`src/rtl/mem_port_arbiter_pkg.sv`:
```
// mem_port_arbiter_pkg: op encoding and default widths shared by the drawing engines
package mem_port_arbiter_pkg;
  localparam int DEF_ADDR_W = 16;
  localparam int DEF_DATA_W = 32;
  typedef enum logic {
    OP_WRITE = 1'b0,
    OP_READ  = 1'b1
  } op_e;
endpackage

```
`src/rtl/mem_port_arbiter_rr.sv`:
```
// rr_arbiter: combinational round-robin pick, searching rts upward from ptr with wrap
module rr_arbiter #(
  parameter int N = 4,
  localparam int IW = $clog2(N)
) (
  input  logic [N-1:0]  rts,
  input  logic [IW-1:0] ptr,
  output logic [N-1:0]  gnt,
  output logic [IW-1:0] idx,
  output logic          any
);
  always_comb begin
    idx = '0;
    any = 1'b0;
    // walk from farthest to nearest so the candidate closest to ptr wins
    for (int k = N - 1; k >= 0; k--)
      if (rts[(int'(ptr) + k) % N]) begin
        idx = IW'((int'(ptr) + k) % N);
        any = 1'b1;
      end
    gnt = any ? N'(1) << idx : '0;
  end
endmodule

```
`src/rtl/mem_port_arbiter.sv`:
```
// mem_port_arbiter: round-robin share of the memory port; registered command,
// read data broadcast with a one-hot owner strobe RD_LAT+2 cycles after transfer
module mem_port_arbiter
  import mem_port_arbiter_pkg::*;
#(
  parameter int NUM_REQ = 4,
  parameter int ADDR_W  = DEF_ADDR_W,
  parameter int DATA_W  = DEF_DATA_W,
  parameter int RD_LAT  = 2
) (
  input  logic                        clk,
  input  logic                        rst_,
  input  logic [NUM_REQ-1:0]          req_rts,
  output logic [NUM_REQ-1:0]          req_rtr,
  input  logic [NUM_REQ-1:0]          req_op,
  input  logic [NUM_REQ*ADDR_W-1:0]   req_addr,
  input  logic [NUM_REQ*DATA_W-1:0]   req_data,
  input  logic [NUM_REQ*DATA_W/8-1:0] req_wben,
  output logic                        mem_en,
  output logic                        mem_we,
  output logic [ADDR_W-1:0]           mem_addr,
  output logic [DATA_W-1:0]           mem_wdata,
  output logic [DATA_W/8-1:0]         mem_wben,
  input  logic [DATA_W-1:0]           mem_rdata,
  output logic [DATA_W-1:0]           bcast_data,
  output logic [NUM_REQ-1:0]          bcast_xfc
);
  localparam int IW = $clog2(NUM_REQ);
  localparam int BW = DATA_W / 8;
  logic [IW-1:0] rr_ptr, win;
  logic [NUM_REQ-1:0] gnt;
  logic any, xfer, rd;
  // tag[k] is the owner of the read whose data arrives k cycles later on mem_rdata
  logic [NUM_REQ-1:0] tag [RD_LAT+1];
  rr_arbiter #(.N(NUM_REQ)) u_arb (
    .rts(req_rts),
    .ptr(rr_ptr),
    .gnt(gnt),
    .idx(win),
    .any(any)
  );
  assign req_rtr = rst_ ? gnt : '0;
  assign xfer = |req_rtr;
  assign rd = req_op[win] == OP_READ;
  always_ff @(posedge clk or negedge rst_)
    if (!rst_) begin
      rr_ptr <= '0;
      mem_en <= 1'b0;
      mem_we <= 1'b0;
      mem_addr <= '0;
      mem_wdata <= '0;
      mem_wben <= '0;
      bcast_data <= '0;
      bcast_xfc <= '0;
      for (int k = 0; k <= RD_LAT; k++) tag[k] <= '0;
    end else begin
      mem_en <= xfer;
      if (xfer) begin
        rr_ptr <= (int'(win) == NUM_REQ - 1) ? '0 : win + 1'b1;
        mem_we <= req_op[win] == OP_WRITE;
        mem_addr <= req_addr[int'(win)*ADDR_W +: ADDR_W];
        mem_wdata <= req_data[int'(win)*DATA_W +: DATA_W];
        mem_wben <= req_wben[int'(win)*BW +: BW];
      end
      tag[0] <= (xfer && rd) ? gnt : '0;
      for (int k = 1; k <= RD_LAT; k++) tag[k] <= tag[k-1];
      bcast_xfc <= tag[RD_LAT];
      if (|tag[RD_LAT]) bcast_data <= mem_rdata;
    end
endmodule

```
`config.mk`:
```
export PLATFORM = sky130hd
export DESIGN_NAME = mem_port_arbiter
export DESIGN_NICKNAME = d
export VERILOG_FILES = /design/src/rtl/mem_port_arbiter_pkg.sv /design/src/rtl/mem_port_arbiter_rr.sv /design/src/rtl/mem_port_arbiter.sv
export SDC_FILE = /design/constraint.sdc
export NUM_CORES = 1
export LEC_CHECK = 0
export ABC_AREA = 1
export CAP_MARGIN = 5
export CORE_AREA = 2 2 133 135
export CTS_BUF_LIST = sky130_fd_sc_hd__clkbuf_8
export DETAILED_ROUTE_END_ITERATION = 8
export DIE_AREA = 0 0 135 137
export GPL_TIMING_DRIVEN = 0
export MAX_ROUTING_LAYER = met4
export PLACE_DENSITY = 0.77
export SKIP_CTS_REPAIR_TIMING = 1
export SYNTH_ARGS = -nofsm -noshare
export SYNTH_HDL_FRONTEND = slang
export SYNTH_SLANG_ARGS = --single-unit
```
`constraint.sdc`:
```
create_clock -name clk -period 3.6 [get_ports clk]
set_clock_uncertainty 0.2 [all_clocks]
set_input_delay 0.54 -clock clk [delete_from_list [all_inputs] [get_ports clk]]
set_output_delay 0.54 -clock clk [all_outputs]
set_load 0.02 [all_outputs]
```
Word-level counts from Yosys, hierarchy flattened
Cells that the tools add are included.

word-level totals
  output and inout bits = 94
  register bits after elaboration = 104
  input port bits = 250

operators by class
  equal/unequal tests = 1
  shift operators = 4
  magnitude comparators = 5
  multiplexer cells = 25
  add/sub/neg operators = 4
  bitwise operators = 4
  reduce and logical (&&, ||, !) cells = 6

operator list
  kind                   count
  $shiftx A128 B8 Y32    1
  $shiftx A64 B7 Y16     1
  $shiftx A16 B5 Y4      1
  $lt A3 B4 Y1 const B   3
  $mux W1                12
  $mux W4                3
  $bmux W1 S2            5
  $mux W2                5
  $reduce_or A4 Y1       2
  $lt A2 B3 Y1 const B   2
  $reduce_or A2 Y1       3
  $add A2 B1 Y2 const B  2
  $add A2 B2 Y2 const B  2
  $shl A1 B2 Y4 const A  1
  $and A1 B1 Y1 const A  3
  $eq A2 B1 Y1 const B   1
  $logic_and A1 B1 Y1    1
  $not A1 Y1             1

Logic depth before layout (Yosys ltp)
Gate-level depths: netlist of the first run.

  depth in word-level cells = 16
  depth in mapped cells = 19
  depth with buffers taken out = 17

Cells and area by module
A second synthesis of the first run with hierarchy kept.

unflattened totals
  cell total of the unflattened synthesis = 1084
  area, all modules = 6615.1 sq um

modules (own cells, without submodules)
  module            area an instance (sq um)  times used  cells each  sequential area each (sq um)
  mem_port_arbiter  6357.3                    1           1026        2602.5
  rr_arbiter        257.7                     1           58          0.0

Worst setup path before layout of the first run
No wires, ideal clock.

  kind = flip-flop to output port
  start point = reg rr_ptr[0]
  end point = out req_rtr[2]
  buffers on the path = 1
  data arrival time = 1.968 ns
  stages on the path, launching flop included = 16
  setup slack = 0.892 ns
  cell sequence = dfrtp_1 inv_2 nand2_1 nand2_1 nand2_1 nand2_1 inv_1 nand2_1 nand2_1 nand2_1 nand2_2 inv_2 buf_2 ha_1 nand2_1 nor2_1

between the ends
  cells in the longest elaborated chain, start to end = 11
  elaborated cells on any way between the ends = 25

RTL lines
  item                                         RTL line                                              source
  start, declared                              mem_port_arbiter.sv:30                                logic [IW-1:0] rr_ptr, win;
  start signal, assigned                       mem_port_arbiter.sv:59                                rr_ptr <= (int'(win) == NUM_REQ - 1) ? '0 : win + 1'b1;
  $add A2 B2 Y2                                mem_port_arbiter_rr.sv:17, mem_port_arbiter_rr.sv:18
  $bmux W1 S2                                  mem_port_arbiter_rr.sv:17                             if (rts[(int'(ptr) + k) % N]) begin
  $mux W1 (implied by the code) (2 in series)  mem_port_arbiter_rr.sv:17
  $mux W2 (4 in series)                        mem_port_arbiter_rr.sv:17
  $shl A1 B2 Y4                                mem_port_arbiter_rr.sv:21                             gnt = any ? N'(1) << idx : '0;
  $mux W4 (*)                                  mem_port_arbiter_rr.sv:21
  $mux W4 (*)                                  mem_port_arbiter.sv:42                                assign req_rtr = rst_ ? gnt : '0;
  end, declared                                mem_port_arbiter.sv:14                                output logic [NUM_REQ-1:0] req_rtr,

Every way passes the cells marked *; elsewhere a longest branch is shown, timed or not. The select of a mux whose other input is x is not followed.

Worst setup path after layout of the first run
  start point = in req_rts[0]
  end point = out req_rtr[2]

between the ends
  cells in the longest elaborated chain, start to end = 10
  elaborated cells on any way between the ends = 22

RTL lines
  item                                         RTL line                   source
  start, declared                              mem_port_arbiter.sv:13     input logic [NUM_REQ-1:0] req_rts,
  $bmux W1 S2                                  mem_port_arbiter_rr.sv:17
  $mux W1 (implied by the code) (2 in series)  mem_port_arbiter_rr.sv:17
  $mux W2 (4 in series)                        mem_port_arbiter_rr.sv:17
  $shl A1 B2 Y4                                mem_port_arbiter_rr.sv:21
  $mux W4 (*)                                  mem_port_arbiter_rr.sv:21
  $mux W4 (*)                                  mem_port_arbiter.sv:42

Marked as above.

==> impl_metrics.yaml, run 1 <==
die:
  die_y_um: 137
  dieArea_sq_um: 18500
  fp.coreArea_sq_um: 17100
  rows: 48
  pin_count: 344
  start_util_pct: 39.2
  die_x_um: 135
drt:
  avgViaCountPerCell: 4.73
  totalWireLength_mm: 24.0
  num_vias: 7567
  wire_per_inst_um: 15.0
  drt_iter0_markers: 337
  final_antenna_net_count: 0
  drc: 0
  drtPass1Iterations: 7
placement:
  numPortBuffers: 343
  dpl_cell_area_sq_um: 10400
  gp_congestion: 0.914
  dp_hpwl_mm: 18.7
  post-place-ws_ns: -0.538
sta:
  worstMarginPinSlew_ns: 0.594
  report.final.slew_viol_count: 0
  maxSlewHeadroom_pct: 60.4
  fmax_ghz: 0.296
  rsz0062_at_grt: "no"
  hold_slack_ns: 0.159
  post-route-min-period_ns: 3.38
  setup_slack_ns: 0.221
  finalSetupViolCount: 0
  hold_viol: 0
  min_period_over_period_pct: 93.9
worst_hold_path:
  hp-start: "tag[7]"
  hold_path.class: "reg -> reg"
  holdPathStages: 0
  min_to: "tag[3]"
layout:
  syn2layout_area_growth_pct: 59.8
  antennaDiodeCount: 0
  ff_latch_area_sq_um: 2600
  nFillCells: 1600
  nNetsFinal: 1624
  fin_area_sq_um: 10700
  multiInputGateArea_sq_um: 3000
  layout-drive-gt1-share_pct: 7.42
  final_core_util_pct: 62.6
power_and_ir_drop:
  cellPowerDensity_nw_per_um2: 1120
  leakage_uw: 0.00579
  switchingPower_uw: 6330
  p_comb_share_pct: 75.7
  peakVddDrop_mv: 0.648
  pwr-share-clk_pct: 6.6
  netSwitchingFraction_pct: 52.8
  power_frac_seq_pct: 17.7
  internal-power_uw: 5660
global_routing:
  grt_pass1_wl_mm: 36.2
  grt.total_usage_pct: 26.1
  grt_max_degree: 69
  antenna_found_initial: 0
  grt_pass1_vias: 7188
  gr-total-overflow: 0
setup_path:
  crit_buf_inv: 5
  crit_type: "in -> out"
  crit_start: "req_rts[0]"
  cpMostUsedCell: "nand2_1"
  cp-start-kind: "input port"
  reg2reg_depth: 18
  crit_family: "buffers and inverters"
  cp_cell_sequence: "clkdlybuf4s50_1 > nand2_1 > nand2_1 > nand2_1 > nand2_1 > inv_1 > nand2_1 > nand2_1 > nand2_1 > nand2_4 > inv_4 > buf_6 > ha_1 > nand2_1 > nor2_1 > buf_2"
  cp_slowest_cell: "clkdlybuf4s50_1"
  max_stage_delay_ns: 0.48
  r2r_slack_ns: 0.46
  arrival_ns: 2.64
  endpoint_kind: "output pin"
  worstPathMaxFanout: 11
  worstPathRequired_ns: 2.86
  r2r_start: "rr_ptr[0]"
  r2r-end: "tag[11]"
clocking:
  cts_tree: "done"
  clk_latency_ns: 0.39
  cts_max_level: 3
  cts_root_buf: "clkbuf_8"
  cts_inserted_buffers: 9
  clk_path_buf_depth: 2
  clkSinkCount: 104
  cts.clk_slew.worst_paths_ns: 0.10
synth:
  ys_seq_elements: 104
  ys_types: 19
  yosys.area.top_type_share_pct: 39.0
  yosys-top-cells-area: "dfrtp_1, nand2_1, nand3_1"
  synth_area_sq_um: 6680
  synth-seq-area-share_pct: 39.0
  synth_area_per_cell_sq_um: 6.59
  postSynthCellCount: 1014
  synth_top_area_cell: "dfrtp_1"
  yosys_warnings: 0
  syn_nets: 1268
flow_run:
  cap_violations: 0
status:
  outcome: "finished clean"
through the flow:
stage                     power (uW)  setup TNS, ns  cells
final                          12000              0   1600
after CTS                      11900          -1.99   1599
after global routing           13100              0   1600
after global placement         11000        -420.74   1582
after floorplan                 7950              0   1014
after detailed placement       11100         -18.20   1583
registers in the layout, summed over array words and instances (netlist names):
signal,count
bcast_data,32
mem_wdata,32
mem_addr,16
tag,12
bcast_xfc,4
mem_wben,4
rr_ptr,2
mem_en,1
mem_we,1
routing by layer:
layer | share of wire (%) | wire length, um | global-route usage [%]
met5 | 0 | 0 | -
met4 | 3.4 | 820 | 9.78
met3 | 6.8 | 1620 | 5.22
met2 | 49 | 11700 | 45.1
met1 | 41 | 9800 | 30.0
logic make-up (layout without fill, tap and decap cells):
logic type	after synthesis	after routing	share of synthesized area (%)
and+or+nand+nor	592	593	37.7
buffers and inverters	277	637	16.7
DFF	104	104	39.0
muxes	32	32	5.40
AOI/OAI and AO/OA	5	5	0.449
adders and majority gates	4	4	0.749
synthesized netlist by cell type:
master	instances
nand2_4	1
mux2_2	32
nand3_1	217
nand2_1	359
ha_1	4
dfrtp_1	104
buf_6	2
clkbuf_1	6
nor2_1	11
o211ai_1	2
inv_2	4
o21ai_0	2
inv_1	216
nand2_2	2
buf_1	11
nand3_2	2
buf_2	32
buf_4	6
o21ai_1	1
layout make-up:
cell class                 instances  share of cell area (%)
buffer                            56                    2.77
clock buffer                       9                    1.16
clock inverter                     7                   0.809
inverter                         220                    7.78
multi-input combinational        634                    28.1
sequential                       104                    24.4
tap                              225                    2.64
timing repair buffer             345                    32.4
cells in the final DEF, fill, tap and decap left out:
cell / instances
bufinv_16: 1
o211ai_1: 2
clkbuf_1: 6
dlymetal6s2s_1: 1
inv_4: 2
buf_4: 8
inv_8: 4
nand3_2: 1
dlygate4sd3_1: 1
o21ai_1: 1
buf_16: 1
buf_6: 3
buf_2: 30
inv_1: 217
nand2_8: 1
clkdlybuf4s50_1: 338
o21ai_0: 2
mux2_2: 32
clkbuf_8: 9
buf_1: 11
inv_2: 2
nand3_4: 1
clkinvlp_4: 1
nand2_1: 359
nand3_1: 217
nand2_4: 3
nor2_1: 11
ha_1: 4
dfrtp_2: 1
dfrtp_1: 103
clkbuf_2: 2
power groups by stage:
| stage | registers, uW | logic [uW] | clock network [uW] |
|---|---|---|---|
| 3_3_place_gp | 2120 | 8840 | 0 |
| 2_1_floorplan | 2730 | 5220 | 0 |
| 6_report | 2120 | 9070 | 795 |
| 3_5_place_dp | 2140 | 8990 | 0 |
| 4_1_cts | 2120 | 9010 | 817 |
| 5_1_grt | 2180 | 10000 | 869 |
worst reg2reg max path, delay by kind of cell, from the launching register on:
kind | cells | cell delay, ns
and+or+nand+nor | 11 | 1.30
buffers and inverters | 5 | 0.82
DFF | 1 | 0.48
adders and majority gates | 1 | 0.18
AOI/OAI and AO/OA | 1 | 0.10
how the worst max path moves through the flow:
| stage | end | slack [ns] | cells past startpoint |
|---|---|---|---|
| CTS | req_rtr[2] | -0.57 | 16 |
| finish | req_rtr[2] | 0.22 | 16 |
| global placement | req_rtr[2] | -3.20 | 4 |
| detailed placement | req_rtr[2] | -0.54 | 16 |
| floorplan | req_rtr[2] | 0.89 | 15 |
| global route | req_rtr[2] | 0.009 | 16 |
No activity file was read; power rests on OpenSTA's default activity.
==> run 2: changes to the inputs <==
Clock period 3.6 ns to 3.5 ns, I/O delays scaled along.
==> run 2 against run 1 <==
Against the previous run:
- critical path depth did not move
- sequential share of layout area down 0.10 points
- register-to-register slack got worse by 0.02 ns
- cell count rose by 0.31%
- global-route usage unchanged
- die area unchanged
==> impl_metrics.yaml, run 2 (same netlist as run 1, synthesis figures left out) <==
status:
  outcome: "finished clean"
layout:
  top_regs: "bcast_data: 32 flops, mem_wdata: 32 flops, mem_addr: 16 flops"
  final_cell_mix: "nand2_1, clkdlybuf4s50_1, nand3_1, inv_1, dfrtp_1"
  antennaDiodeCount: 0
  syn2layout_area_growth_pct: 60.5
  nNetsFinal: 1629
  final_common_cell: "nand2_1"
  stdcell_count: 1605
  layout-drive-gt1-share_pct: 7.83
  final_core_util_pct: 62.8
sta:
  maxSlewHeadroom_pct: 60.3
  hold_viol: 0
  finalSetupViolCount: 0
  rsz0062_at_grt: "no"
  hold_slack_ns: 0.160
  fmax_ghz: 0.306
  min_period_over_period_pct: 93.5
  post-route-min-period_ns: 3.27
  worstMarginPinSlew_ns: 0.595
  tns_ns: 0
  setup_slack_ns: 0.228
  report.final.slew_viol_count: 0
die:
  dieArea_sq_um: 18500
  die_x_um: 135
  fp.coreArea_sq_um: 17100
  rows: 48
  start_util_pct: 39.2
  die_y_um: 137
  pin_count: 344
clocking:
  clk_path_buf_depth: 2
  cts_tree: "done"
  cts_max_level: 3
  clkSinkCount: 104
  cts_root_buf: "clkbuf_8"
  cts_inserted_buffers: 9
  cts.clk_slew.worst_paths_ns: 0.10
  clk_latency_ns: 0.39
placement:
  dp_hpwl_mm: 18.7
  post-place-ws_ns: -0.608
  gp_congestion: 0.914
  dp_cells: 1583
  numPortBuffers: 343
power_and_ir_drop:
  switchingPower_uw: 6520
  internal-power_uw: 5890
  netSwitchingFraction_pct: 52.5
  cellPowerDensity_nw_per_um2: 1160
  power_frac_seq_pct: 17.6
  p_comb_share_pct: 75.8
  peakVddDrop_mv: 0.656
  pwr-share-clk_pct: 6.6
  leakage_uw: 0.00581
setup_path:
  worstPathMaxFanout: 11
  crit_start: "req_rts[0]"
  crit_cells: 16
  endpoint_kind: "output pin"
  cp_cell_sequence: "clkdlybuf4s50_1 > nand2_1 > nand2_1 > nand2_1 > nand2_1 > inv_1 > nand2_1 > nand2_1 > nand2_1 > nand2_4 > inv_8 > buf_6 > ha_1 > nand2_1 > nor2_1 > clkbuf_4"
  worstPathRequired_ns: 2.77
  crit_family: "buffers and inverters"
  crit_type: "in -> out"
  reg2reg_depth: 18
  crit_buf_inv: 5
  cpMostUsedCell: "nand2_1"
  max_stage_delay_ns: 0.48
  arrival_ns: 2.55
  cp_slowest_cell: "clkdlybuf4s50_1"
  cp-start-kind: "input port"
  r2r_start: "rr_ptr[0]"
flow_run:
  cap_violations: 0
global_routing:
  grt_pass1_vias: 7188
  antenna_found_initial: 0
  grt_max_degree: 69
  gr-total-overflow: 0
  grt_pass1_wl_mm: 36.2
  grt.total_usage_pct: 26.1
drt:
  met2WireLength_mm: 11.8
  avgViaCountPerCell: 4.75
  drtPass1Iterations: 5
  drt-met1-wl_mm: 9.68
  drc: 0
  met3_length_mm: 1.69
  drt_iter0_markers: 302
  wire_per_inst_um: 15.0
  num_vias: 7623
  final_antenna_net_count: 0
  totalWireLength_mm: 24.0
  highest_layer: "met4"
worst_hold_path:
  holdPathStages: 0
  hp-start: "tag[7]"
  hold_path.class: "reg -> reg"
==> run 2: power by group through the flow <==
stage,combinational (uW),clock [uW],sequential (uW)
final,9410,816,2180
after global routing,10400,893,2240
after CTS,9260,840,2180
after detailed placement,9240,0,2200
after global placement,9090,0,2180
after floorplan,5370,0,2800
==> run 2: routing by layer <==
layer,track usage (%),up-vias
met1,30.0,3450
met4,9.78,0
met3,5.22,66
li1,-,3768
met5,-,-
met2,45.1,339
==> run 2: area by class of cell <==
type,count,area [sq um]
tap,225,282
timing repair buffer,350,3500
clock inverter,7,86.3
buffer,56,295
clock buffer,9,124
inverter,220,836
fill,1595,6340
multi-input combinational,634,3000
sequential,104,2600
==> run 2: path summary, 6_finish.rpt <==
path | to | slack (ns)
max | req_rtr[2] | 0.23
min | tag[3] | 0.16
max reg2reg | tag[11] | 0.44
min reg2reg | tag[3] | 0.16
max in group asynchronous | tag[4] | 1.91
min in group asynchronous | mem_addr[15] | 0.48
==> run 2: through the flow <==
stage	power [uW]	area (sq um)
CTS	12300	10600
global route	13500	10700
floorplan	8170	6680
finish	12400	10700
global placement	11300	10400
detailed placement	11400	10400
==> run 3: changes to the inputs <==
Settings changed: SLEW_MARGIN set to 20.
==> run 3 against run 2 <==
Against the previous run:
- register-to-register slack got worse by 0.03 ns
- utilization decreased by 0.21 points
- hold slack improved by 0.0040 ns
- global-route usage about the same
- fmax shrank 1.5%
- combinational power decreased by 0.7%
- setup slack worse by 0.050 ns
- total power fell by 0.65%
- critical path depth is 1 lower
- wire length is 0.32% lower
- count of clock-buffer cells in the layout did not move
- largest power group unchanged
==> impl_metrics.yaml, run 3 (same netlist as run 1, synthesis figures left out) <==
drt:
  avgViaCountPerCell: 4.75
  drtPass1Iterations: 5
  final_antenna_net_count: 0
  wire_per_inst_um: 15.0
  num_vias: 7601
  drc: 0
  drt_iter0_markers: 352
  totalWireLength_mm: 24.0
sta:
  tns_ns: 0
  post-route-min-period_ns: 3.32
  hold_slack_ns: 0.164
  worstMarginPinSlew_ns: 0.558
  finalSetupViolCount: 0
  fmax_ghz: 0.301
  hold_viol: 0
  report.final.slew_viol_count: 0
  maxSlewHeadroom_pct: 62.8
  min_period_over_period_pct: 94.9
die:
  start_util_pct: 39.2
  fp.coreArea_sq_um: 17100
  die_x_um: 135
  die_y_um: 137
  dieArea_sq_um: 18500
  pin_count: 344
  rows: 48
worst_hold_path:
  holdPathStages: 0
  hp-start: "tag[7]"
  hold_path.class: "reg -> reg"
  min_to: "tag[3]"
setup_path:
  r2r-end: "mem_addr[5]"
  cp-start-kind: "input port"
  worstPathRequired_ns: 2.77
  r2r_start: "rr_ptr[0]"
  endpoint_kind: "output pin"
  worstPathMaxFanout: 10
  reg2reg_depth: 19
  crit_type: "in -> out"
  r2r_slack_ns: 0.41
  arrival_ns: 2.60
clocking:
  cts_tree: "done"
  cts_max_level: 3
  clkSinkCount: 104
  cts.clk_slew.worst_paths_ns: 0.10
  cts_root_buf: "clkbuf_8"
  clk_latency_ns: 0.38
  clk_path_buf_depth: 2
  cts_inserted_buffers: 9
layout:
  stdcell_count: 1600
  antennaDiodeCount: 0
  final_cell_mix: "nand2_1, clkdlybuf4s50_1, nand3_1, inv_1, dfrtp_1"
  syn2layout_area_growth_pct: 60.0
  final_common_cell: "nand2_1"
  nNetsFinal: 1624
  top_regs: "bcast_data: 32 flops, mem_wdata: 32 flops, mem_addr: 16 flops"
  layout-drive-gt1-share_pct: 7.56
placement:
  dp_cells: 1583
  dp_hpwl_mm: 18.8
  gp_congestion: 0.914
  numPortBuffers: 343
flow_run:
  cap_violations: 0
global_routing:
  grt_pass1_vias: 7219
  grt_max_degree: 76
  antenna_found_initial: 0
  gr-total-overflow: 0
  grt.total_usage_pct: 26.0
  grt_pass1_wl_mm: 36.2
power_and_ir_drop:
  leakage_uw: 0.00578
  p_total_uw: 12300
  cellPowerDensity_nw_per_um2: 1150
  peakVddDrop_mv: 0.616
status:
  outcome: "finished clean"
## run 3: worst max-delay path: stages
cell and delay, ns:
clkdlybuf4s50_1 0.47, inv_1 0.05, nand2_1 0.08, nand3_1 0.14, nand2_1 0.11, inv_2 0.04, nand2_1 0.11, nand2_1 0.10
nand2_4 0.19, nand2_8 0.11, inv_1 0.10, ha_1 0.17, nand2_1 0.08, nor2_1 0.09, clkbuf_2 0.22
## run 3: per-stage QoR
step | util [%] | setup slack (ns) | instance area [sq um]
2_1_floorplan | - | 0.807 | 6680
3_3_place_gp | 60.9 | -3.27 | 10400
3_5_place_dp | 61.1 | -0.619 | 10400
4_1_cts | 62.3 | -0.670 | 10600
5_1_grt | 62.6 | -0.00552 | 10700
6_report | 62.6 | 0.178 | 10700
## run 3: metal layers
metal / global-route usage [%] / vias up / wire, um
li1: - / 3766 / -
met1: 30.2 / 3436 / 9660
met2: 44.3 / 331 / 11500
met3: 5.37 / 68 / 1860
met4: 10.6 / 0 / 924
met5: - / - / 0
## run 3: power by group
group	internal (uW)	switching, uW	leakage, uW
clock network	349	465	0.000109
logic	3610	5730	0.00438
registers	1880	303	0.00129
## run 3: worst max path at each step
stage | from | end | slack, ns | cells after the start
global route | req_rts[0] | req_rtr[2] | -0.006 | 16
finish | req_rts[1] | req_rtr[1] | 0.18 | 15
global placement | rst_ | req_rtr[2] | -3.27 | 4
floorplan | rr_ptr[0] | req_rtr[2] | 0.81 | 15
CTS | rr_ptr[0] | req_rtr[2] | -0.67 | 16
detailed placement | req_rts[0] | req_rtr[2] | -0.62 | 16
## run 3: final cells by class
class,instances,area (sq um)
Multi-Input combinational cell,634,3000
Sequential cell,104,2600
Buffer,56,299
Tap cell,225,282
Clock inverter,7,86.3
Clock buffer,9,124
Fill cell,1590,6370
Timing Repair Buffer,345,3450
Inverter,220,838
